<file path="src/rtl/sb_axi_pkg.sv">
// Shared widths, packed-field offsets and status bit indices for the switchboard AXI master bridge.
package sb_axi_pkg;

    localparam int unsigned PROT_W   = 3;
    localparam int unsigned LEN_W    = 8;
    localparam int unsigned SIZE_W   = 3;
    localparam int unsigned BURST_W  = 2;
    localparam int unsigned LOCK_W   = 1;
    localparam int unsigned CACHE_W  = 4;
    localparam int unsigned RESP_W   = 2;
    localparam int unsigned AX_FIXED_W = PROT_W + LEN_W + SIZE_W + BURST_W + LOCK_W + CACHE_W;

    localparam int unsigned PE_WLAST   = 0;
    localparam int unsigned PE_B_UNSOL = 1;
    localparam int unsigned PE_R_UNSOL = 2;
    localparam int unsigned PE_W       = 3;

    function automatic int unsigned ax_width(int unsigned aw, int unsigned iw);
        return aw + iw + AX_FIXED_W;
    endfunction

    function automatic int unsigned w_width(int unsigned dw, int unsigned sw);
        return dw + sw + 1;
    endfunction

    function automatic int unsigned b_width(int unsigned iw);
        return iw + RESP_W;
    endfunction

    function automatic int unsigned r_width(int unsigned dw, int unsigned iw);
        return dw + iw + RESP_W + 1;
    endfunction

    // AW/AR packing, LSB first: addr, prot, id, len, size, burst, lock, cache
    function automatic int unsigned ax_prot_lsb(int unsigned aw);
        return aw;
    endfunction

    function automatic int unsigned ax_id_lsb(int unsigned aw);
        return aw + PROT_W;
    endfunction

    function automatic int unsigned ax_len_lsb(int unsigned aw, int unsigned iw);
        return aw + PROT_W + iw;
    endfunction

    function automatic int unsigned ax_size_lsb(int unsigned aw, int unsigned iw);
        return ax_len_lsb(aw, iw) + LEN_W;
    endfunction

    function automatic int unsigned ax_burst_lsb(int unsigned aw, int unsigned iw);
        return ax_size_lsb(aw, iw) + SIZE_W;
    endfunction

    function automatic int unsigned ax_lock_lsb(int unsigned aw, int unsigned iw);
        return ax_burst_lsb(aw, iw) + BURST_W;
    endfunction

    function automatic int unsigned ax_cache_lsb(int unsigned aw, int unsigned iw);
        return ax_lock_lsb(aw, iw) + LOCK_W;
    endfunction

    // Smallest power of two >= n, never below 2 (FIFO depth requirement)
    function automatic int unsigned pow2_depth(int unsigned n);
        int unsigned d;
        d = 2;
        for (int i = 0; i < 8; i++) begin
            if (d < n) d = d * 2;
        end
        return d;
    endfunction

endpackage

</file>
<file path="src/rtl/sb_axi_m_buf_if.sv">
// AXI4 bus bundle between the buffered master bridge and an AXI slave.
interface sb_axi_m_buf_if #(
    parameter int unsigned DATA_WIDTH = 32,
    parameter int unsigned ADDR_WIDTH = 16,
    parameter int unsigned ID_WIDTH   = 8,
    parameter int unsigned STRB_WIDTH = DATA_WIDTH / 8
);
    logic                  awvalid;
    logic                  awready;
    logic [ADDR_WIDTH-1:0] awaddr;
    logic [ID_WIDTH-1:0]   awid;
    logic [7:0]            awlen;
    logic [2:0]            awsize;
    logic [1:0]            awburst;
    logic                  awlock;
    logic [3:0]            awcache;
    logic [2:0]            awprot;

    logic                  wvalid;
    logic                  wready;
    logic [DATA_WIDTH-1:0] wdata;
    logic [STRB_WIDTH-1:0] wstrb;
    logic                  wlast;

    logic                  bvalid;
    logic                  bready;
    logic [ID_WIDTH-1:0]   bid;
    logic [1:0]            bresp;

    logic                  arvalid;
    logic                  arready;
    logic [ADDR_WIDTH-1:0] araddr;
    logic [ID_WIDTH-1:0]   arid;
    logic [7:0]            arlen;
    logic [2:0]            arsize;
    logic [1:0]            arburst;
    logic                  arlock;
    logic [3:0]            arcache;
    logic [2:0]            arprot;

    logic                  rvalid;
    logic                  rready;
    logic [DATA_WIDTH-1:0] rdata;
    logic [ID_WIDTH-1:0]   rid;
    logic [1:0]            rresp;
    logic                  rlast;

    modport master (
        output awvalid, awaddr, awid, awlen, awsize, awburst, awlock, awcache, awprot,
        input  awready,
        output wvalid, wdata, wstrb, wlast,
        input  wready,
        input  bvalid, bid, bresp,
        output bready,
        output arvalid, araddr, arid, arlen, arsize, arburst, arlock, arcache, arprot,
        input  arready,
        input  rvalid, rdata, rid, rresp, rlast,
        output rready
    );

    modport slave (
        input  awvalid, awaddr, awid, awlen, awsize, awburst, awlock, awcache, awprot,
        output awready,
        input  wvalid, wdata, wstrb, wlast,
        output wready,
        output bvalid, bid, bresp,
        input  bready,
        input  arvalid, araddr, arid, arlen, arsize, arburst, arlock, arcache, arprot,
        output arready,
        output rvalid, rdata, rid, rresp, rlast,
        input  rready
    );
endinterface

</file>
<file path="src/rtl/sb_axi_fifo.sv">
// Synchronous FIFO with extra-bit wrap pointers; head entry is read straight from storage registers.
module sb_axi_fifo #(
    parameter int unsigned WIDTH = 8,
    parameter int unsigned DEPTH = 4
) (
    input  logic             clk,
    input  logic             rst_n,
    input  logic             push,
    input  logic [WIDTH-1:0] din,
    input  logic             pop,
    output logic [WIDTH-1:0] dout,
    output logic             full,
    output logic             empty
);
    localparam int unsigned IDX_W = $clog2(DEPTH);
    localparam int unsigned PTR_W = IDX_W + 1;

    logic [PTR_W-1:0] wr_ptr;
    logic [PTR_W-1:0] rd_ptr;
    logic [WIDTH-1:0] mem [DEPTH];
    logic             do_pop;
    logic             do_push;

    assign empty   = (wr_ptr == rd_ptr);
    assign full    = (wr_ptr[IDX_W] != rd_ptr[IDX_W]) &&
                     (wr_ptr[IDX_W-1:0] == rd_ptr[IDX_W-1:0]);
    assign do_pop  = pop && !empty;
    // a pop frees the slot being written, so a full FIFO may push in the same cycle
    assign do_push = push && (!full || do_pop);
    assign dout    = mem[rd_ptr[IDX_W-1:0]];

    always_ff @(posedge clk or negedge rst_n) begin
        if (!rst_n) begin
            wr_ptr <= '0;
            rd_ptr <= '0;
        end else begin
            if (do_push) wr_ptr <= wr_ptr + PTR_W'(1);
            if (do_pop)  rd_ptr <= rd_ptr + PTR_W'(1);
        end
    end

    always_ff @(posedge clk or negedge rst_n) begin
        if (!rst_n) begin
            for (int i = 0; i < int'(DEPTH); i++) mem[i] <= '0;
        end else if (do_push) begin
            mem[wr_ptr[IDX_W-1:0]] <= din;
        end
    end
endmodule

</file>
<file path="src/rtl/sb_axi_m_buf.sv">
// Buffered AXI4 master bridge with outstanding-transaction throttling.
// Optional W/B/R protocol checker enabled by defining SB_AXI_M_BUF_CHECK_EN.
module sb_axi_m_buf
    import sb_axi_pkg::*;
#(
    parameter int unsigned DATA_WIDTH = 32,
    parameter int unsigned ADDR_WIDTH = 16,
    parameter int unsigned STRB_WIDTH = DATA_WIDTH / 8,
    parameter int unsigned ID_WIDTH   = 8,
    parameter int unsigned FIFO_DEPTH = 4,
    parameter int unsigned MAX_WR_OUT = 4,
    parameter int unsigned MAX_RD_OUT = 4
) (
    input  logic clk,
    input  logic nreset,

    input  logic [ax_width(ADDR_WIDTH, ID_WIDTH)-1:0]   aw_in_data,
    input  logic                                        aw_in_valid,
    output logic                                        aw_in_ready,
    input  logic [w_width(DATA_WIDTH, STRB_WIDTH)-1:0]  w_in_data,
    input  logic                                        w_in_valid,
    output logic                                        w_in_ready,
    input  logic [ax_width(ADDR_WIDTH, ID_WIDTH)-1:0]   ar_in_data,
    input  logic                                        ar_in_valid,
    output logic                                        ar_in_ready,

    output logic [b_width(ID_WIDTH)-1:0]                b_out_data,
    output logic                                        b_out_valid,
    input  logic                                        b_out_ready,
    output logic [r_width(DATA_WIDTH, ID_WIDTH)-1:0]    r_out_data,
    output logic                                        r_out_valid,
    input  logic                                        r_out_ready,

    sb_axi_m_buf_if.master                              m_axi,

    output logic [7:0]                                  wr_outstanding,
    output logic [7:0]                                  rd_outstanding,
    output logic                                        idle,
    output logic [PE_W-1:0]                             prot_err
);
    localparam int unsigned AXW = ax_width(ADDR_WIDTH, ID_WIDTH);
    localparam int unsigned WW  = w_width(DATA_WIDTH, STRB_WIDTH);
    localparam int unsigned BW  = b_width(ID_WIDTH);
    localparam int unsigned RW  = r_width(DATA_WIDTH, ID_WIDTH);

    localparam int unsigned PROT_LSB  = ax_prot_lsb(ADDR_WIDTH);
    localparam int unsigned ID_LSB    = ax_id_lsb(ADDR_WIDTH);
    localparam int unsigned LEN_LSB   = ax_len_lsb(ADDR_WIDTH, ID_WIDTH);
    localparam int unsigned SIZE_LSB  = ax_size_lsb(ADDR_WIDTH, ID_WIDTH);
    localparam int unsigned BURST_LSB = ax_burst_lsb(ADDR_WIDTH, ID_WIDTH);
    localparam int unsigned LOCK_LSB  = ax_lock_lsb(ADDR_WIDTH, ID_WIDTH);
    localparam int unsigned CACHE_LSB = ax_cache_lsb(ADDR_WIDTH, ID_WIDTH);

    logic           rst_done;
    logic [AXW-1:0] aw_q, ar_q;
    logic [WW-1:0]  w_q;
    logic           aw_full, aw_empty, w_full, w_empty, ar_full, ar_empty;
    logic           b_full, b_empty, r_full, r_empty;
    logic           aw_hs, w_hs, b_hs, ar_hs, r_hs, r_last_hs;
    logic [7:0]     wr_cnt, wr_cnt_d, rd_cnt, rd_cnt_d;
    logic           wr_dec, rd_dec;

    // Readys stay low until the first clock edge after reset release
    always_ff @(posedge clk or negedge nreset) begin
        if (!nreset) rst_done <= 1'b0;
        else         rst_done <= 1'b1;
    end

    assign aw_in_ready = rst_done && !aw_full;
    assign w_in_ready  = rst_done && !w_full;
    assign ar_in_ready = rst_done && !ar_full;

    assign aw_hs     = m_axi.awvalid && m_axi.awready;
    assign w_hs      = m_axi.wvalid  && m_axi.wready;
    assign b_hs      = m_axi.bvalid  && m_axi.bready;
    assign ar_hs     = m_axi.arvalid && m_axi.arready;
    assign r_hs      = m_axi.rvalid  && m_axi.rready;
    assign r_last_hs = r_hs && m_axi.rlast;

    sb_axi_fifo #(.WIDTH(AXW), .DEPTH(FIFO_DEPTH)) u_aw_fifo (
        .clk, .rst_n(nreset), .push(aw_in_valid && aw_in_ready), .din(aw_in_data),
        .pop(aw_hs), .dout(aw_q), .full(aw_full), .empty(aw_empty));

    sb_axi_fifo #(.WIDTH(WW), .DEPTH(FIFO_DEPTH)) u_w_fifo (
        .clk, .rst_n(nreset), .push(w_in_valid && w_in_ready), .din(w_in_data),
        .pop(w_hs), .dout(w_q), .full(w_full), .empty(w_empty));

    sb_axi_fifo #(.WIDTH(AXW), .DEPTH(FIFO_DEPTH)) u_ar_fifo (
        .clk, .rst_n(nreset), .push(ar_in_valid && ar_in_ready), .din(ar_in_data),
        .pop(ar_hs), .dout(ar_q), .full(ar_full), .empty(ar_empty));

    sb_axi_fifo #(.WIDTH(BW), .DEPTH(FIFO_DEPTH)) u_b_fifo (
        .clk, .rst_n(nreset), .push(b_hs), .din({m_axi.bid, m_axi.bresp}),
        .pop(b_out_valid && b_out_ready), .dout(b_out_data), .full(b_full), .empty(b_empty));

    sb_axi_fifo #(.WIDTH(RW), .DEPTH(FIFO_DEPTH)) u_r_fifo (
        .clk, .rst_n(nreset), .push(r_hs),
        .din({m_axi.rlast, m_axi.rid, m_axi.rresp, m_axi.rdata}),
        .pop(r_out_valid && r_out_ready), .dout(r_out_data), .full(r_full), .empty(r_empty));

    // The gate only blocks new assertion: the count cannot rise while a request waits for ready
    assign m_axi.awvalid = !aw_empty && (wr_cnt < 8'(MAX_WR_OUT));
    assign m_axi.awaddr  = aw_q[ADDR_WIDTH-1:0];
    assign m_axi.awprot  = aw_q[PROT_LSB  +: PROT_W];
    assign m_axi.awid    = aw_q[ID_LSB    +: ID_WIDTH];
    assign m_axi.awlen   = aw_q[LEN_LSB   +: LEN_W];
    assign m_axi.awsize  = aw_q[SIZE_LSB  +: SIZE_W];
    assign m_axi.awburst = aw_q[BURST_LSB +: BURST_W];
    assign m_axi.awlock  = aw_q[LOCK_LSB];
    assign m_axi.awcache = aw_q[CACHE_LSB +: CACHE_W];

    assign m_axi.wvalid  = !w_empty;
    assign m_axi.wdata   = w_q[DATA_WIDTH-1:0];
    assign m_axi.wstrb   = w_q[DATA_WIDTH +: STRB_WIDTH];
    assign m_axi.wlast   = w_q[DATA_WIDTH + STRB_WIDTH];

    assign m_axi.arvalid = !ar_empty && (rd_cnt < 8'(MAX_RD_OUT));
    assign m_axi.araddr  = ar_q[ADDR_WIDTH-1:0];
    assign m_axi.arprot  = ar_q[PROT_LSB  +: PROT_W];
    assign m_axi.arid    = ar_q[ID_LSB    +: ID_WIDTH];
    assign m_axi.arlen   = ar_q[LEN_LSB   +: LEN_W];
    assign m_axi.arsize  = ar_q[SIZE_LSB  +: SIZE_W];
    assign m_axi.arburst = ar_q[BURST_LSB +: BURST_W];
    assign m_axi.arlock  = ar_q[LOCK_LSB];
    assign m_axi.arcache = ar_q[CACHE_LSB +: CACHE_W];

    assign m_axi.bready  = rst_done && !b_full;
    assign m_axi.rready  = rst_done && !r_full;
    assign b_out_valid   = !b_empty;
    assign r_out_valid   = !r_empty;

    // Outstanding counters; a response with nothing outstanding is ignored (saturate at 0)
    assign wr_dec = b_hs && (wr_cnt != 8'd0);
    assign rd_dec = r_last_hs && (rd_cnt != 8'd0);

    always_comb begin
        wr_cnt_d = wr_cnt;
        rd_cnt_d = rd_cnt;
        if (aw_hs && !wr_dec)      wr_cnt_d = wr_cnt + 8'd1;
        else if (!aw_hs && wr_dec) wr_cnt_d = wr_cnt - 8'd1;
        if (ar_hs && !rd_dec)      rd_cnt_d = rd_cnt + 8'd1;
        else if (!ar_hs && rd_dec) rd_cnt_d = rd_cnt - 8'd1;
    end

    always_ff @(posedge clk or negedge nreset) begin
        if (!nreset) begin
            wr_cnt <= 8'd0;
            rd_cnt <= 8'd0;
        end else begin
            wr_cnt <= wr_cnt_d;
            rd_cnt <= rd_cnt_d;
        end
    end

    assign wr_outstanding = wr_cnt;
    assign rd_outstanding = rd_cnt;
    assign idle = aw_empty && w_empty && ar_empty && b_empty && r_empty &&
                  (wr_cnt == 8'd0) && (rd_cnt == 8'd0);

`ifdef SB_AXI_M_BUF_CHECK_EN
    localparam int unsigned LEN_DEPTH = pow2_depth(MAX_WR_OUT);

    logic [LEN_W-1:0] len_q;
    logic             len_full, len_empty;
    logic [LEN_W-1:0] beat;
    logic [PE_W-1:0]  pe_q;

    sb_axi_fifo #(.WIDTH(LEN_W), .DEPTH(LEN_DEPTH)) u_len_fifo (
        .clk, .rst_n(nreset), .push(aw_hs && !len_full), .din(m_axi.awlen),
        .pop(w_hs && m_axi.wlast), .dout(len_q), .full(len_full), .empty(len_empty));

    // Beat index within the current W burst
    always_ff @(posedge clk or negedge nreset) begin
        if (!nreset)                 beat <= '0;
        else if (w_hs && m_axi.wlast) beat <= '0;
        else if (w_hs)               beat <= beat + LEN_W'(1);
    end

    // Sticky protocol error flags
    always_ff @(posedge clk or negedge nreset) begin
        if (!nreset) begin
            pe_q <= '0;
        end else begin
            if (w_hs && !len_empty && (m_axi.wlast != (beat == len_q))) pe_q[PE_WLAST] <= 1'b1;
            if (b_hs && (wr_cnt == 8'd0)) pe_q[PE_B_UNSOL] <= 1'b1;
            if (r_hs && (rd_cnt == 8'd0)) pe_q[PE_R_UNSOL] <= 1'b1;
        end
    end

    assign prot_err = pe_q;
`else
    assign prot_err = '0;
`endif
endmodule

</file>
<file path="src/flat_wrapper.sv">
// flat-port wrapper written by rule: the top's interface ports become plain ports
module sb_axi_m_buf_flat import sb_axi_pkg::*;
#(
    parameter int unsigned DATA_WIDTH = 32,
    parameter int unsigned ADDR_WIDTH = 16,
    parameter int unsigned STRB_WIDTH = DATA_WIDTH / 8,
    parameter int unsigned ID_WIDTH   = 8,
    parameter int unsigned FIFO_DEPTH = 4,
    parameter int unsigned MAX_WR_OUT = 4,
    parameter int unsigned MAX_RD_OUT = 4
)
  (clk, nreset, aw_in_data, aw_in_valid, aw_in_ready, w_in_data, w_in_valid, w_in_ready, ar_in_data, ar_in_valid, ar_in_ready, b_out_data, b_out_valid, b_out_ready, r_out_data, r_out_valid, r_out_ready, wr_outstanding, rd_outstanding, idle, prot_err, m_axi_awvalid, m_axi_awaddr, m_axi_awid, m_axi_awlen, m_axi_awsize, m_axi_awburst, m_axi_awlock, m_axi_awcache, m_axi_awprot, m_axi_awready, m_axi_wvalid, m_axi_wdata, m_axi_wstrb, m_axi_wlast, m_axi_wready, m_axi_bvalid, m_axi_bid, m_axi_bresp, m_axi_bready, m_axi_arvalid, m_axi_araddr, m_axi_arid, m_axi_arlen, m_axi_arsize, m_axi_arburst, m_axi_arlock, m_axi_arcache, m_axi_arprot, m_axi_arready, m_axi_rvalid, m_axi_rdata, m_axi_rid, m_axi_rresp, m_axi_rlast, m_axi_rready);
  sb_axi_m_buf_if #(.DATA_WIDTH(DATA_WIDTH), .ADDR_WIDTH(ADDR_WIDTH), .ID_WIDTH(ID_WIDTH), .STRB_WIDTH(STRB_WIDTH)) m_axi_i ();
  input  logic clk;
  input  logic nreset;
  input  logic [ax_width(ADDR_WIDTH, ID_WIDTH)-1:0] aw_in_data;
  input  logic aw_in_valid;
  output logic aw_in_ready;
  input  logic [w_width(DATA_WIDTH, STRB_WIDTH)-1:0] w_in_data;
  input  logic w_in_valid;
  output logic w_in_ready;
  input  logic [ax_width(ADDR_WIDTH, ID_WIDTH)-1:0] ar_in_data;
  input  logic ar_in_valid;
  output logic ar_in_ready;
  output logic [b_width(ID_WIDTH)-1:0] b_out_data;
  output logic b_out_valid;
  input  logic b_out_ready;
  output logic [r_width(DATA_WIDTH, ID_WIDTH)-1:0] r_out_data;
  output logic r_out_valid;
  input  logic r_out_ready;
  output logic [7:0] wr_outstanding;
  output logic [7:0] rd_outstanding;
  output logic idle;
  output logic [PE_W-1:0] prot_err;
  output wire logic [$bits(m_axi_i.awvalid)-1:0] m_axi_awvalid;
  output wire logic [$bits(m_axi_i.awaddr)-1:0] m_axi_awaddr;
  output wire logic [$bits(m_axi_i.awid)-1:0] m_axi_awid;
  output wire logic [$bits(m_axi_i.awlen)-1:0] m_axi_awlen;
  output wire logic [$bits(m_axi_i.awsize)-1:0] m_axi_awsize;
  output wire logic [$bits(m_axi_i.awburst)-1:0] m_axi_awburst;
  output wire logic [$bits(m_axi_i.awlock)-1:0] m_axi_awlock;
  output wire logic [$bits(m_axi_i.awcache)-1:0] m_axi_awcache;
  output wire logic [$bits(m_axi_i.awprot)-1:0] m_axi_awprot;
  input wire logic [$bits(m_axi_i.awready)-1:0] m_axi_awready;
  output wire logic [$bits(m_axi_i.wvalid)-1:0] m_axi_wvalid;
  output wire logic [$bits(m_axi_i.wdata)-1:0] m_axi_wdata;
  output wire logic [$bits(m_axi_i.wstrb)-1:0] m_axi_wstrb;
  output wire logic [$bits(m_axi_i.wlast)-1:0] m_axi_wlast;
  input wire logic [$bits(m_axi_i.wready)-1:0] m_axi_wready;
  input wire logic [$bits(m_axi_i.bvalid)-1:0] m_axi_bvalid;
  input wire logic [$bits(m_axi_i.bid)-1:0] m_axi_bid;
  input wire logic [$bits(m_axi_i.bresp)-1:0] m_axi_bresp;
  output wire logic [$bits(m_axi_i.bready)-1:0] m_axi_bready;
  output wire logic [$bits(m_axi_i.arvalid)-1:0] m_axi_arvalid;
  output wire logic [$bits(m_axi_i.araddr)-1:0] m_axi_araddr;
  output wire logic [$bits(m_axi_i.arid)-1:0] m_axi_arid;
  output wire logic [$bits(m_axi_i.arlen)-1:0] m_axi_arlen;
  output wire logic [$bits(m_axi_i.arsize)-1:0] m_axi_arsize;
  output wire logic [$bits(m_axi_i.arburst)-1:0] m_axi_arburst;
  output wire logic [$bits(m_axi_i.arlock)-1:0] m_axi_arlock;
  output wire logic [$bits(m_axi_i.arcache)-1:0] m_axi_arcache;
  output wire logic [$bits(m_axi_i.arprot)-1:0] m_axi_arprot;
  input wire logic [$bits(m_axi_i.arready)-1:0] m_axi_arready;
  input wire logic [$bits(m_axi_i.rvalid)-1:0] m_axi_rvalid;
  input wire logic [$bits(m_axi_i.rdata)-1:0] m_axi_rdata;
  input wire logic [$bits(m_axi_i.rid)-1:0] m_axi_rid;
  input wire logic [$bits(m_axi_i.rresp)-1:0] m_axi_rresp;
  input wire logic [$bits(m_axi_i.rlast)-1:0] m_axi_rlast;
  output wire logic [$bits(m_axi_i.rready)-1:0] m_axi_rready;
  assign m_axi_awvalid = m_axi_i.awvalid;
  assign m_axi_awaddr = m_axi_i.awaddr;
  assign m_axi_awid = m_axi_i.awid;
  assign m_axi_awlen = m_axi_i.awlen;
  assign m_axi_awsize = m_axi_i.awsize;
  assign m_axi_awburst = m_axi_i.awburst;
  assign m_axi_awlock = m_axi_i.awlock;
  assign m_axi_awcache = m_axi_i.awcache;
  assign m_axi_awprot = m_axi_i.awprot;
  assign m_axi_i.awready = m_axi_awready;
  assign m_axi_wvalid = m_axi_i.wvalid;
  assign m_axi_wdata = m_axi_i.wdata;
  assign m_axi_wstrb = m_axi_i.wstrb;
  assign m_axi_wlast = m_axi_i.wlast;
  assign m_axi_i.wready = m_axi_wready;
  assign m_axi_i.bvalid = m_axi_bvalid;
  assign m_axi_i.bid = m_axi_bid;
  assign m_axi_i.bresp = m_axi_bresp;
  assign m_axi_bready = m_axi_i.bready;
  assign m_axi_arvalid = m_axi_i.arvalid;
  assign m_axi_araddr = m_axi_i.araddr;
  assign m_axi_arid = m_axi_i.arid;
  assign m_axi_arlen = m_axi_i.arlen;
  assign m_axi_arsize = m_axi_i.arsize;
  assign m_axi_arburst = m_axi_i.arburst;
  assign m_axi_arlock = m_axi_i.arlock;
  assign m_axi_arcache = m_axi_i.arcache;
  assign m_axi_arprot = m_axi_i.arprot;
  assign m_axi_i.arready = m_axi_arready;
  assign m_axi_i.rvalid = m_axi_rvalid;
  assign m_axi_i.rdata = m_axi_rdata;
  assign m_axi_i.rid = m_axi_rid;
  assign m_axi_i.rresp = m_axi_rresp;
  assign m_axi_i.rlast = m_axi_rlast;
  assign m_axi_rready = m_axi_i.rready;
  sb_axi_m_buf #(.DATA_WIDTH(DATA_WIDTH), .ADDR_WIDTH(ADDR_WIDTH), .STRB_WIDTH(STRB_WIDTH), .ID_WIDTH(ID_WIDTH), .FIFO_DEPTH(FIFO_DEPTH), .MAX_WR_OUT(MAX_WR_OUT), .MAX_RD_OUT(MAX_RD_OUT)) u_core (.clk(clk), .nreset(nreset), .aw_in_data(aw_in_data), .aw_in_valid(aw_in_valid), .aw_in_ready(aw_in_ready), .w_in_data(w_in_data), .w_in_valid(w_in_valid), .w_in_ready(w_in_ready), .ar_in_data(ar_in_data), .ar_in_valid(ar_in_valid), .ar_in_ready(ar_in_ready), .b_out_data(b_out_data), .b_out_valid(b_out_valid), .b_out_ready(b_out_ready), .r_out_data(r_out_data), .r_out_valid(r_out_valid), .r_out_ready(r_out_ready), .m_axi(m_axi_i), .wr_outstanding(wr_outstanding), .rd_outstanding(rd_outstanding), .idle(idle), .prot_err(prot_err));
endmodule
</file>
<file path="config.mk">
export PLATFORM = sky130hd
export DESIGN_NAME = sb_axi_m_buf_flat
export DESIGN_NICKNAME = d
export VERILOG_FILES = /design/src/rtl/sb_axi_pkg.sv /design/src/rtl/sb_axi_m_buf_if.sv /design/src/rtl/sb_axi_fifo.sv /design/src/rtl/sb_axi_m_buf.sv /design/src/flat_wrapper.sv
export SDC_FILE = /design/constraint.sdc
export NUM_CORES = 1
export LEC_CHECK = 0
export CAP_MARGIN = 20
export CORE_MARGIN = 5
export CORE_UTILIZATION = 31
export CTS_BUF_LIST = sky130_fd_sc_hd__clkbuf_2 sky130_fd_sc_hd__clkbuf_4 sky130_fd_sc_hd__clkbuf_8
export CTS_CLUSTER_DIAMETER = 80
export DETAILED_ROUTE_END_ITERATION = 16
export GPL_TIMING_DRIVEN = 0
export PLACE_DENSITY = 0.5
export SLEW_MARGIN = 20
export SYNTH_ARGS = -nofsm -noshare
export SYNTH_HDL_FRONTEND = slang
export SYNTH_HIERARCHICAL = 1
export SYNTH_SLANG_ARGS = --single-unit
</file>
<file path="constraint.sdc">
create_clock -name clk -period 3.4 [get_ports clk]
set_input_delay 0.34 -clock clk [delete_from_list [all_inputs] [get_ports clk]]
set_output_delay 0.34 -clock clk [all_outputs]
set_load 0.005 [all_outputs]
</file>
; After elaboration in Yosys (flattened, before gate mapping)
; Cells that the tools add are included.
[word_totals]
ram_bits = 0
input_bits = 192
output_inout_bits = 210
latchBits = 0
memories = 0
mem_bits_ro = 0
register_bits = 767
word_cells = 198
[classes]
n_reduce_logical = 75
bitwise = 10
n_mul = 0
n_eq_ne = 15
n_addsub = 14
n_div = 0
order_cmp = 17
n_shift = 0
mux = 34
[op_table]
columns = cell, count
row1 = 180-bit bitwise mux, 2
row2 = 45-bit 2-to-1 mux, 6
row3 = 45-bit binary-select mux with 2-bit select, 2
row4 = 45-bit demux with 2-bit select, 2
row5 = 172-bit bitwise mux, 1
row6 = 148-bit bitwise mux, 1
row7 = 43-bit 2-to-1 mux, 3
row8 = 37-bit 2-to-1 mux, 3
row9 = 43-bit binary-select mux with 2-bit select, 1
row10 = 43-bit demux with 2-bit select, 1
row11 = 37-bit binary-select mux with 2-bit select, 1
row12 = 37-bit demux with 2-bit select, 1
row13 = 1-bit logical AND, 50
row14 = 40-bit bitwise mux, 1
row15 = 8-bit 2-to-1 mux, 4
row16 = "3-bit by 1-bit adder with 3-bit output, second input constant", 10
row17 = "3-bit >= comparator, second input constant", 10
row18 = 10-bit 2-to-1 mux, 3
row19 = 2-bit inverter with 3-bit output, 10
row20 = 10-bit binary-select mux with 2-bit select, 1
row21 = 10-bit demux with 2-bit select, 1
row22 = "8-bit by 1-bit adder with 8-bit output, second input constant", 2
row23 = 8-bit logical NOT, 2
row24 = "8-bit by 3-bit < comparator with 1-bit output, second input constant", 2
row25 = other kinds (9), 45

; Longest topological paths before layout
; Gate-level depths: netlist of run 1.
[depth]
ltp_word = 10
mapped_depth = 15
mapped_depth_nobuf = 13

; By module
; The synthesis of run 1 kept the hierarchy.
[modules_own_cells]
columns = mod, cells_per_inst, instances, seq_area_each_um2, area_per_inst_um2
row1 = sb_axi_fifo (u_core.u_ar_fifo ...), 475, 2, 4654.5, 8430.6
row2 = sb_axi_fifo (u_core.u_r_fifo), 457, 1, 4454.3, 8026.4
row3 = sb_axi_fifo (u_core.u_w_fifo), 399, 1, 3853.7, 6979.2
row4 = sb_axi_fifo (u_core.u_b_fifo), 137, 1, 1151.1, 2229.6
row5 = sb_axi_m_buf, 166, 1, 425.4, 1423.9

; Worst setup path after synthesis of run 1
; Ideal clock, no wire load.
[synth_timing]
kind = register to register
start = register u_core.u_ar_fifo.rd_ptr[1]
end = register u_core.rd_cnt[7], in the netlist u_core/rd_outstanding[7]
setup_slack_ps = 140
required_time_ps = 3278
setup_ps = 122
n_path_buf = 1
path_stages_with_launch = 14
synth_period_minus_slack_ps = 3260
arrival_ps = 3139
path_cell_list = dfrtp_1 xor2_2 buf_2 nor3_1 nor2_1 and2_1 ha_1 inv_1 ha_1 nand2_2 nor3_2 nor2_1 or3_1 a32o_1
[synth_via]
elab_chain_cells = 7
elab_cells_between_ends = 9
classes_between = 1 x eq/ne / 1 x mux / 7 x reduce/logical
[synth_lines]
columns = item, line
row1 = from (decl), sb_axi_fifo.sv:19  ; logic [PTR_W-1:0] rd_ptr;
row2 = from (signal assigned), sb_axi_fifo.sv:38  ; if (do_pop) rd_ptr <= rd_ptr + PTR_W'(1);
row3 = 3-bit equality test (*), sb_axi_fifo.sv:24  ; assign empty = (wr_ptr == rd_ptr);
row4 = net u_core.ar_empty, sb_axi_m_buf.sv:57  ; logic aw_full, aw_empty, w_full, w_empty, ar_full, ar_empty;
row5 = 1-bit logical NOT (*), sb_axi_m_buf.sv:117  ; assign m_axi.arvalid = !ar_empty && (rd_cnt < 8'(MAX_RD_OUT));
row6 = 1-bit logical AND (*), sb_axi_m_buf.sv:117
row7 = net m_axi_arvalid, flat_wrapper.sv:54  ; output wire logic [$bits(m_axi_i.arvalid)-1:0] m_axi_arvalid;
row8 = 1-bit logical AND (*), sb_axi_m_buf.sv:76  ; assign ar_hs = m_axi.arvalid && m_axi.arready;
row9 = net u_core.ar_hs, sb_axi_m_buf.sv:59  ; logic aw_hs, w_hs, b_hs, ar_hs, r_hs, r_last_hs;
row10 = 1-bit logical NOT, sb_axi_m_buf.sv:142  ; else if (!ar_hs && rd_dec) rd_cnt_d = rd_cnt - 8'd1;
row11 = 1-bit logical AND, sb_axi_m_buf.sv:142
row12 = 2-bit nonzero test (no line), -
row13 = to (signal assigned), sb_axi_m_buf.sv:151  ; rd_cnt <= rd_cnt_d;
row14 = to (decl), sb_axi_m_buf.sv:60  ; logic [7:0] wr_cnt, wr_cnt_d, rd_cnt, rd_cnt_d;
; Mark *: on every way through the listed nets, which the timed path passes. The rest lies on a longest branch.
; A chain may end at the register's enable or synchronous reset.

; Worst setup path after layout of run 1
[layout_timing]
start = register u_core.u_b_fifo.wr_ptr[0]
end = register u_core/u_b_fifo/mem[13] in the netlist's numbering
[layout_via]
elab_chain_cells = 6
elab_cells_between_ends = 18
classes_between = 2 x order compare / 2 x eq/ne / 3 x mux / 1 x bitwise / 10 x reduce/logical
[layout_lines]
columns = item, line
row1 = from (decl), sb_axi_fifo.sv:18  ; logic [PTR_W-1:0] wr_ptr;
row2 = from (signal assigned), sb_axi_fifo.sv:37  ; if (do_push) wr_ptr <= wr_ptr + PTR_W'(1);
row3 = 3-bit equality test (*), sb_axi_fifo.sv:24
row4 = net u_core.b_empty, sb_axi_m_buf.sv:58  ; logic b_full, b_empty, r_full, r_empty;
row5 = 1-bit logical NOT (*), "sb_axi_fifo.sv:27, sb_axi_m_buf.sv:129"
row6 = 1-bit logical AND, sb_axi_m_buf.sv:94  ; .pop(b_out_valid && b_out_ready), .dout(b_out_data), .full(b_full), .empty(b_empty));
row7 = 1-bit logical AND (*), sb_axi_fifo.sv:27  ; assign do_pop = pop && !empty;
row8 = 1-bit logical OR (*), sb_axi_fifo.sv:29  ; assign do_push = push && (!full || do_pop);
row9 = 1-bit logical AND (*), sb_axi_fifo.sv:29
row10 = "to (signal, indexed assignment)", sb_axi_fifo.sv:46  ; mem[wr_ptr[IDX_W-1:0]] <= din;
row11 = to (decl), sb_axi_fifo.sv:20  ; logic [WIDTH-1:0] mem [DEPTH];
; Marks and branches as above.

==> results.cfg, run 1 <==
[grt]
gr-total-overflow = 0
grt_usage = 0.156
grt_antenna_before_repair = 17
grt_pass1_vias = 23944
grt_first_pass_wirelength_um = 147000
grt_max_degree = 101

[die]
ios = 402
die_y_um = 349
dieArea_sq_um = 121000
coreArea_sq_um = 114000
initial_core_util = 0.311
std_cell_rows = 124
dieWidth_um = 349

[synth]
syn_area_per_cell_sq_um = 16.8
synth_top_area_cell = dfrtp_1
synth-edff-count = 0
synthArstFlopShare = 1.00
ys_seq_area_frac = 0.540
ys.flop_type = dfrtp_1
synth_area_leaders = dfrtp_1 (54%), mux2_2 (18%), mux4_2 (11%), mux2_1 (3.5%), mux2_4 (3.0%)
syn-cell-area_sq_um = 35500
netlist_instances = 2109
synth_cell_type_count = 52
yosys.area.top_type_share = 0.540
ys_seq_elements = 767
yosysWarnings = 6

[sta]
rsz0062_at_grt = yes
finalClockSkew_ns = 0.0443
worst_pin_slew_ns = 1.02
period_minus_slack_ns = 3.25
fin_ws_ns = 0.148
slew_violations = 0
fmax_mhz = 308
setup_violations = 0
final_hold_viol_count = 0
setup_tns_ns = 0
fin_crit_sh = 0.956
slew_headroom = 0.315

[layout]
layout_commonest_cell = dfrtp_1
drive_gt1_frac = 0.456
synthToLayoutAreaGrowth_pct = 28.0
layout_common_cells = dfrtp_1 (761), mux2_2 (553), clkdlybuf4s50_1 (396), mux4_2 (180), clkbuf_8 (177)
fin_nets = 2946

[power_and_ir_drop]
peakVddDrop_mv = 0.450
power_density_nw_per_um2 = 1050
p_leak_nw = 19.2
total_power_w = 0.0475
switching_share = 0.321
netSwitchingPower_w = 0.0153
p_int_w = 0.0323
power_frac_seq = 0.344
combPwrFrac = 0.461
clkPwrFrac = 0.195

[setup_path]
critPathArrivalTime_ns = 3.93
crit_type = flip-flop to flip-flop
cp.required_ns = 4.07
start_kind = flip-flop
end_kind = flip-flop
crit_fanout = 10

[clock_network]
cts.reportedPaths.clkPinSlew_ns = 0.06
root_buffer = clkbuf_8
htree_levels = 4
cts_tree = yes
clock_latency_ns = 0.81
clk_path_buf_depth = 3
cts_buffers = 145
clock_sink_count = 767

[place]
place.gp.congestion = 0.760
place_hpwl_um = 65100
numPortBuffers = 398
place_ws_ns = -0.815

[routing]
firstDrtPassIters = 4
drc_errors = 0
vias = 20792
drt_iter0_drc = 775
postRouteAntennaNets = 0
routedWlPerCell_um = 21.9
vias_per_cell = 4.79
wl_um = 94800

[outcome]
status = complete, no violations

[hold_path]
hp-class = input pin to asynchronous set/reset pin

[job]
max_cap_violations = 0
[cell families (layout without fill, tap and decap cells)]
family / after synthesis / in the layout / share of synthesized area
buffers and inverters: 143 / 847 / 0.0298
DFF: 767 / 767 / 0.540
and+or+nand+nor: 97 / 97 / 0.0147
muxes: 912 / 912 / 0.354
other: 2 / 14 / 0.000211
AOI/OAI and AO/OA: 104 / 104 / 0.0318
adders and majority gates: 41 / 41 / 0.0149
xor gates and xnor gates: 43 / 43 / 0.0147
[final cells by class]
class,instances,area [sq um]
antenna,10,25.0
buffer,119,1070
clock buffer,228,2820
clock inverter,21,181
fill,10463,68600
inverter,24,92.6
multi-input combinational,1201,15500
sequential,767,19200
tap,1512,1890
timing repair buffer,455,4670
[worst max-delay path, stage by stage (launching register included)]
cell and delay (ns):
dfrtp_1 0.49, xor2_4 0.26, buf_4 0.17, nor3_2 0.32, nor2b_1 0.16, clkbuf_1 0.30
o41ai_4 1.01, mux2_2 0.42
[path summary, 6_finish.rpt]
check / start / end / slack (ns) / cells past startpoint
max in group asynchronous: nreset / u_core/u_r_fifo/mem[73] / 2.20 / 4
max reg2reg: u_core/u_b_fifo/wr_ptr[0] / u_core/u_b_fifo/mem[13] / 0.15 / 7
min: nreset / u_core/u_aw_fifo/mem[157] / 0.20 / 3
max: u_core/u_b_fifo/wr_ptr[0] / u_core/u_b_fifo/mem[13] / 0.15 / 7
min in group clk: ar_in_data[36] / u_core/u_ar_fifo/mem[126] / 0.22 / 2
min reg2reg: u_core/u_r_fifo/mem[50] / u_core/u_r_fifo/mem[50] / 0.48 / 1
[Yosys cell counts, types with 15 or more instances]
cell type	number
mux2_4	70
mux2_2	553
buf_2	21
o41ai_4	18
o21ai_0	21
buf_6	64
clkbuf_1	25
inv_1	24
o311ai_0	15
dfrtp_1	767
mux2_1	109
mux4_2	180
and2_1	28
nand2_1	24
ha_1	39
xnor2_1	19
[power by group through the flow]
stage	Clock [W]	Sequential, W	Combinational, W
4_1_cts	0.00972	0.0163	0.0222
6_report	0.00927	0.0163	0.0219
5_1_grt	0.0101	0.0169	0.0237
2_1_floorplan	0	0.0155	0.0130
3_3_place_gp	0	0.0161	0.0211
3_5_place_dp	0	0.0164	0.0216
[repair_timing]
action | in CTS | in global routing
endpoints found under the hold margin | 330 | 0
pin swaps | 13 | 11
cloned | 0 | 0
hold buffers | 2 | 0
gates resized for setup | 73 | 24
setup buffers | 27 | 20
endpoints found under the setup margin | 744 | 157
[metal layers]
layer,vias up,global-route usage,wire length (um),part of all wire
met4,8,0.0489,2210,0.023
met1,11024,0.192,39300,0.41
met3,157,0.0480,5460,0.058
met5,-,0,58,0.00061
met2,418,0.265,47800,0.50
li1,9185,-,-,-
[sequential cells by signal (all words and copies together), names as in the netlist, 8 cells and up]
name,cells
u_core/rd_outstanding,8
u_core/u_ar_fifo/mem,180
u_core/u_aw_fifo/mem,180
u_core/u_b_fifo/mem,40
u_core/u_r_fifo/mem,172
u_core/u_w_fifo/mem,148
u_core/wr_outstanding,8
[stage by stage]
step	hold WS [ns]	util	instance area, sq um	instances
after floorplan	0.0444	-	35500	2111
final	0.195	0.399	45500	4337
after CTS	0.0720	0.396	45200	4307
after global placement	0.468	0.363	41400	4021
after detailed placement	0.319	0.365	41600	4029
after global routing	0.136	0.399	45400	4334
Power figures use the tool's default switching activity.
==> run 2, diff against run 1 <==
--- a/config.mk
+++ b/config.mk
@@ -9,8 +9,8 @@
 export CORE_MARGIN = 5
 export CORE_UTILIZATION = 31
 export CTS_BUF_LIST = sky130_fd_sc_hd__clkbuf_2 sky130_fd_sc_hd__clkbuf_4 sky130_fd_sc_hd__clkbuf_8
-export CTS_CLUSTER_DIAMETER = 80
 export DETAILED_ROUTE_END_ITERATION = 16
+export GPL_ROUTABILITY_DRIVEN = 0
 export GPL_TIMING_DRIVEN = 0
 export PLACE_DENSITY = 0.5
 export SLEW_MARGIN = 20
==> constraint.sdc (replaced) <==
create_clock -name clk -period 3.4 [get_ports clk]
set_input_delay 0.51 -clock clk [delete_from_list [all_inputs] [get_ports clk]]
set_output_delay 0.51 -clock clk [all_outputs]
set_load 0.005 [all_outputs]
==> run 2 against run 1 <==
Register-to-register slack barely moved. Hold slack better by 0.058 ns. Final area up 0.37%. Critical path type is now flip-flop to output port. Worst setup slack improved by 0.0034 ns. Highest routed layer unchanged. Largest cell class unchanged. Critical path depth down 3. Flip-flop and latch count unchanged. Clock power increased by 1%.
==> results.cfg, run 2 (synthesis results as in run 1) <==
[sta]
final_hold_viol_count = 0
setup_tns_ns = 0
fmax_mhz = 308
fin_crit_sh = 0.955
finalClockSkew_ns = 0.0483
worst_pin_slew_ns = 1.05
period_minus_slack_ns = 3.25
fin_hold_ws_ns = 0.253
slew_violations = 0
slew_headroom = 0.297
rsz0062_at_grt = yes
setup_violations = 0

[setup_path]
end_kind = output port
endpoint = m_axi_awlock
critPathArrivalTime_ns = 2.74
crit_fanout = 10
timing.rr.start = u_core/u_r_fifo/rd_ptr[1]
path_depth = 4
crit_chain = buf_8 -> buf_8 -> mux4_2 -> clkdlybuf4s50_1
regToRegEndpoint = u_core/u_r_fifo/mem[132]
path_delay_family = buffers and inverters
worst_path_most_repeated_cell = buf_8
start_kind = flip-flop
timing.critical_path.buf_inv = 3
worstRegToRegCells = 9
crit_type = flip-flop to output port
cp_slowest_cell = mux4_2
crit_start = u_core/u_aw_fifo/rd_ptr[0]
critPathMaxStageDelay_ns = 0.54
cp.required_ns = 2.89
rrSetupSlack_ns = 0.16

[die]
dieWidth_um = 349
dieArea_sq_um = 121000
initial_core_util = 0.311
die_y_um = 349
std_cell_rows = 124
coreArea_sq_um = 114000
ios = 402

[routing]
vias_per_cell = 4.78
drc_errors = 0
wl_um = 94600
postRouteAntennaNets = 0
drt_iter0_drc = 727
vias = 20702
firstDrtPassIters = 4
routedWlPerCell_um = 21.8

[clock_network]
clock_sink_count = 767
root_buffer = clkbuf_8
cts.reportedPaths.clkPinSlew_ns = 0.05
htree_levels = 4
cts_buffers = 144
clock_latency_ns = 0.81
clk_path_buf_depth = 3
cts_tree = yes

[power_and_ir_drop]
switching_share = 0.321
combPwrFrac = 0.462
p_int_w = 0.0325
p_leak_nw = 19.3
power_frac_seq = 0.342
netSwitchingPower_w = 0.0153
power_density_nw_per_um2 = 1050
peakVddDrop_mv = 0.418
clkPwrFrac = 0.196

[layout]
layout_commonest_cell = dfrtp_1
synthToLayoutAreaGrowth_pct = 28.4
fillCellCount = 10469
design_area_sq_um = 45600
drive_gt1_frac = 0.457
layout_common_cells = dfrtp_1 (761), mux2_2 (553), clkdlybuf4s50_1 (385), clkbuf_8 (187), mux4_2 (180)
reg.largest.list = u_core/u_ar_fifo/mem: 180 flops, u_core/u_aw_fifo/mem: 180 flops, u_core/u_r_fifo/mem: 172 flops
fin_nets = 2941

[grt]
grt_pass1_vias = 23987
grt_antenna_before_repair = 17
grt_usage = 0.156
grt_max_degree = 101
gr-total-overflow = 0
grt_first_pass_wirelength_um = 147000

[job]
max_cap_violations = 0

[outcome]
status = complete, no violations

[place]
detailed_place.area_sq_um = 41600
place_hpwl_um = 65100
numPortBuffers = 398

[hold_path]
hp-class = input pin to asynchronous set/reset pin
run 2: cell types whose count changed in the layout (fill, tap and decap cells not counted), moves of 2 or more:
cell | before | now
dlymetal6s2s_1 | 0 | 3
clkbuf_2 | 10 | 7
clkbuf_8 | 177 | 187
dlygate4sd2_1 | 1 | 8
clkdlybuf4s50_1 | 396 | 385
diode_2 | 10 | 8
buf_8 | 1 | 5
clkinv_2 | 9 | 12
buf_2 | 10 | 2
clkbuf_1 | 11 | 8
buf_12 | 6 | 12
clkbuf_4 | 56 | 51
buf_4 | 52 | 50
run 2: worst register-to-register path, delay by kind of cell (launching register included):
family | cells | cell delay (ns)
and+or+nand+nor | 2 | 0.53
xor gates and xnor gates | 1 | 0.19
buffers and inverters | 4 | 0.92
AOI/OAI and AO/OA | 1 | 0.74
DFF | 1 | 0.39
muxes | 1 | 0.36
run 2: cell type report:
class / count / area, sq um / share of cell area
buffer: 118 / 1180 / 0.0260
multi-input combinational: 1201 / 15500 / 0.340
timing repair buffer: 452 / 4650 / 0.102
tap: 1512 / 1890 / 0.0415
sequential: 767 / 19200 / 0.421
clock inverter: 23 / 189 / 0.00414
antenna: 8 / 20.0 / 0.000439
inverter: 24 / 92.6 / 0.00203
clock buffer: 227 / 2870 / 0.0629
run 2: per-stage QoR:
stage                     total power [W]  utilization  cells  worst slack [ns]
after detailed placement           0.0380        0.365   4029            -0.815
final                              0.0478        0.400   4332             0.152
after CTS                          0.0486        0.399   4318          -0.00293
after global placement             0.0373        0.363   4021            -31.49
after floorplan                    0.0284            -   2111             0.140
after global routing               0.0509        0.400   4331           -0.0363
run 2: how the worst min path moves through the flow:
| stage | from | endpoint | slack [ns] | depth (start not counted) |
|---|---|---|---|---|
| final | nreset | u_core/u_aw_fifo/mem[157] | 0.25 | 2 |
| after CTS | nreset | u_core/u_aw_fifo/mem[84] | 0.13 | 2 |
| after global routing | nreset | u_core/u_aw_fifo/mem[84] | 0.19 | 2 |
| after global placement | u_core/u_r_fifo/mem[46] | u_core/u_r_fifo/mem[46] | 0.47 | 1 |
| after detailed placement | u_core/u_r_fifo/mem[47] | u_core/u_r_fifo/mem[47] | 0.48 | 1 |
| after floorplan | nreset | u_core/rd_outstanding[0] | 0.21 | 0 |
run 2: routing by layer:
layer,GRT usage,up-vias,wire length (um),share of wire
met5,0,-,58,0.00061
met4,0.0482,8,2060,0.022
met3,0.0503,134,5830,0.062
met2,0.266,438,47800,0.51
met1,0.189,10960,38800,0.41
li1,-,9162,-,-
run 2: repair_timing:
action,4_1_cts,5_1_grt
hold endpoints to repair,55,0
gates resized for setup,129,23
pin swaps,14,6
endpoints found under the setup margin,814,121
buffers inserted,38,7
hold buffers,1,0
run 2: power groups by stage:
stage                     combinational [W]  sequential, W  clock, W
after floorplan                      0.0130         0.0155         0
after global placement               0.0211         0.0161         0
final                                0.0221         0.0163   0.00938
after global routing                 0.0238         0.0169    0.0102
after detailed placement             0.0216         0.0164         0
after CTS                            0.0225         0.0163   0.00983
==> run 3, diff against run 2 <==
--- a/config.mk
+++ b/config.mk
@@ -8,7 +8,7 @@
 export CAP_MARGIN = 20
 export CORE_MARGIN = 5
 export CORE_UTILIZATION = 31
-export CTS_BUF_LIST = sky130_fd_sc_hd__clkbuf_2 sky130_fd_sc_hd__clkbuf_4 sky130_fd_sc_hd__clkbuf_8
+export CTS_BUF_LIST = sky130_fd_sc_hd__clkbuf_16
 export DETAILED_ROUTE_END_ITERATION = 16
 export GPL_ROUTABILITY_DRIVEN = 0
 export GPL_TIMING_DRIVEN = 0
==> run 3 against run 2 <==
Power down 0.43%. Die area unchanged. Largest cell class unchanged. Hold slack better by 0.15 ns. Register-to-register slack about the same. Critical endpoint unchanged.
==> results.cfg, run 3 (synthesis results as in run 1) <==
[layout]
fin_nets = 2897
layout_common_cells = dfrtp_1 (761), mux2_2 (553), clkdlybuf4s50_1 (396), mux4_2 (180), mux2_1 (109)
drive_gt1_frac = 0.424
layout_commonest_cell = dfrtp_1
reg.largest.list = u_core/u_ar_fifo/mem: 180 flops, u_core/u_aw_fifo/mem: 180 flops, u_core/u_r_fifo/mem: 172 flops
design_area_sq_um = 45300
synthToLayoutAreaGrowth_pct = 27.5

[place]
place_hpwl_um = 65100
detailed_place.area_sq_um = 41600
place_ws_ns = -0.815
numPortBuffers = 398

[die]
std_cell_rows = 124
coreArea_sq_um = 114000
die_y_um = 349
initial_core_util = 0.311
ios = 402
dieWidth_um = 349
dieArea_sq_um = 121000

[power_and_ir_drop]
peakVddDrop_mv = 0.521
power_density_nw_per_um2 = 1050
p_leak_nw = 19.1

[sta]
finalClockSkew_ns = 0.0205
fin_crit_sh = 0.959
period_minus_slack_ns = 3.26
final_hold_viol_count = 0
setup_tns_ns = 0
fin_hold_ws_ns = 0.405
slew_violations = 0
worst_pin_slew_ns = 1.09
fin_ws_ns = 0.138
fmax_mhz = 307
rsz0062_at_grt = yes
slew_headroom = 0.274
setup_violations = 0

[outcome]
status = complete, no violations

[clock_network]
htree_levels = 3
cts_tree = yes
clock_latency_ns = 0.65
clock_sink_count = 767
root_buffer = clkbuf_16
cts.reportedPaths.clkPinSlew_ns = 0.06
cts_buffers = 93
clk_path_buf_depth = 3

[routing]
wl_um = 93900
drt_iter0_drc = 877
routedWlPerCell_um = 22.1
postRouteAntennaNets = 0
vias_per_cell = 4.81
firstDrtPassIters = 4
drc_errors = 0
vias = 20461

[setup_path]
critPathArrivalTime_ns = 2.75
rrSetupSlack_ns = 0.15
crit_type = flip-flop to output port
start_kind = flip-flop
crit_fanout = 10
cp_slowest_cell = clkdlybuf4s50_1
crit_chain = clkbuf_2 -> clkbuf_4 -> mux4_2 -> clkdlybuf4s50_1
critPathMaxStageDelay_ns = 0.54
cp.required_ns = 2.89
end_kind = output port

[grt]
grt_first_pass_wirelength_um = 145000
grt_antenna_before_repair = 17
grt_pass1_vias = 23496
gr-total-overflow = 0
grt_max_degree = 101
grt_usage = 0.154

[job]
max_cap_violations = 0

[hold_path]
hp-class = input pin to asynchronous set/reset pin
[run 3: through the flow]
| step | std cells | power, W | utilization |
|---|---|---|---|
| finish | 4251 | 0.0476 | 0.397 |
| global route | 4249 | 0.0507 | 0.397 |
| CTS | 4226 | 0.0483 | 0.395 |
| detailed placement | 4029 | 0.0380 | 0.365 |
| global placement | 4021 | 0.0373 | 0.363 |
| floorplan | 2111 | 0.0284 | - |
[run 3: final cells by class]
cell class	count	area [sq um]
Antenna cell	9	22.5
Buffer	119	1070
Clock buffer	93	2330
Clock inverter	68	497
Fill cell	10443	68700
Inverter	24	92.6
Multi-Input combinational cell	1201	15500
Sequential cell	767	19200
Tap cell	1512	1890
Timing Repair Buffer	458	4680
[run 3: metal layers]
layer	vias up	share of wire	wire length, um	GRT usage
met3	119	0.058	5490	0.0421
met1	10914	0.41	38900	0.190
li1	9059	-	-	-
met4	8	0.023	2140	0.0489
met2	361	0.50	47300	0.262
met5	-	0.00058	54	0
[run 3: path summary, 6_finish.rpt]
check | from | endpoint | cells past startpoint
min reg2reg | u_core/u_r_fifo/mem[50] | u_core/u_r_fifo/mem[50] | 1
max in group asynchronous | nreset | u_core/u_r_fifo/mem[74] | 4
max | u_core/u_aw_fifo/rd_ptr[1] | m_axi_awlock | 4
min | nreset | u_core/u_aw_fifo/mem[42] | 2
max reg2reg | u_core/u_b_fifo/wr_ptr[1] | u_core/wr_outstanding[7] | 14
min in group clk | u_core/u_r_fifo/mem[50] | u_core/u_r_fifo/mem[50] | 1
[run 3: timing repair]
item / in CTS / in global routing
setup endpoints to repair: 742 / 88
pin swaps: 17 / 14
endpoints found under the hold margin: 55 / 0
setup buffers: 35 / 16
hold buffers: 1 / 0
resized for setup: 68 / 25
[run 3: power by group]
part	leakage, nW	internal (W)	total [W]	switching (W)
Clock	1.45	0.00540	0.00931	0.00391
Combinational	8.35	0.0132	0.0220	0.00874
Sequential	9.25	0.0137	0.0163	0.00258
Total	19.1	0.0324	0.0476	0.0152
[run 3: critical path, delay by kind of cell, from the launching register on]
kind	cells	cell delay, ns
buf+inv	3	1.27
flops	1	0.46
mux	1	0.37
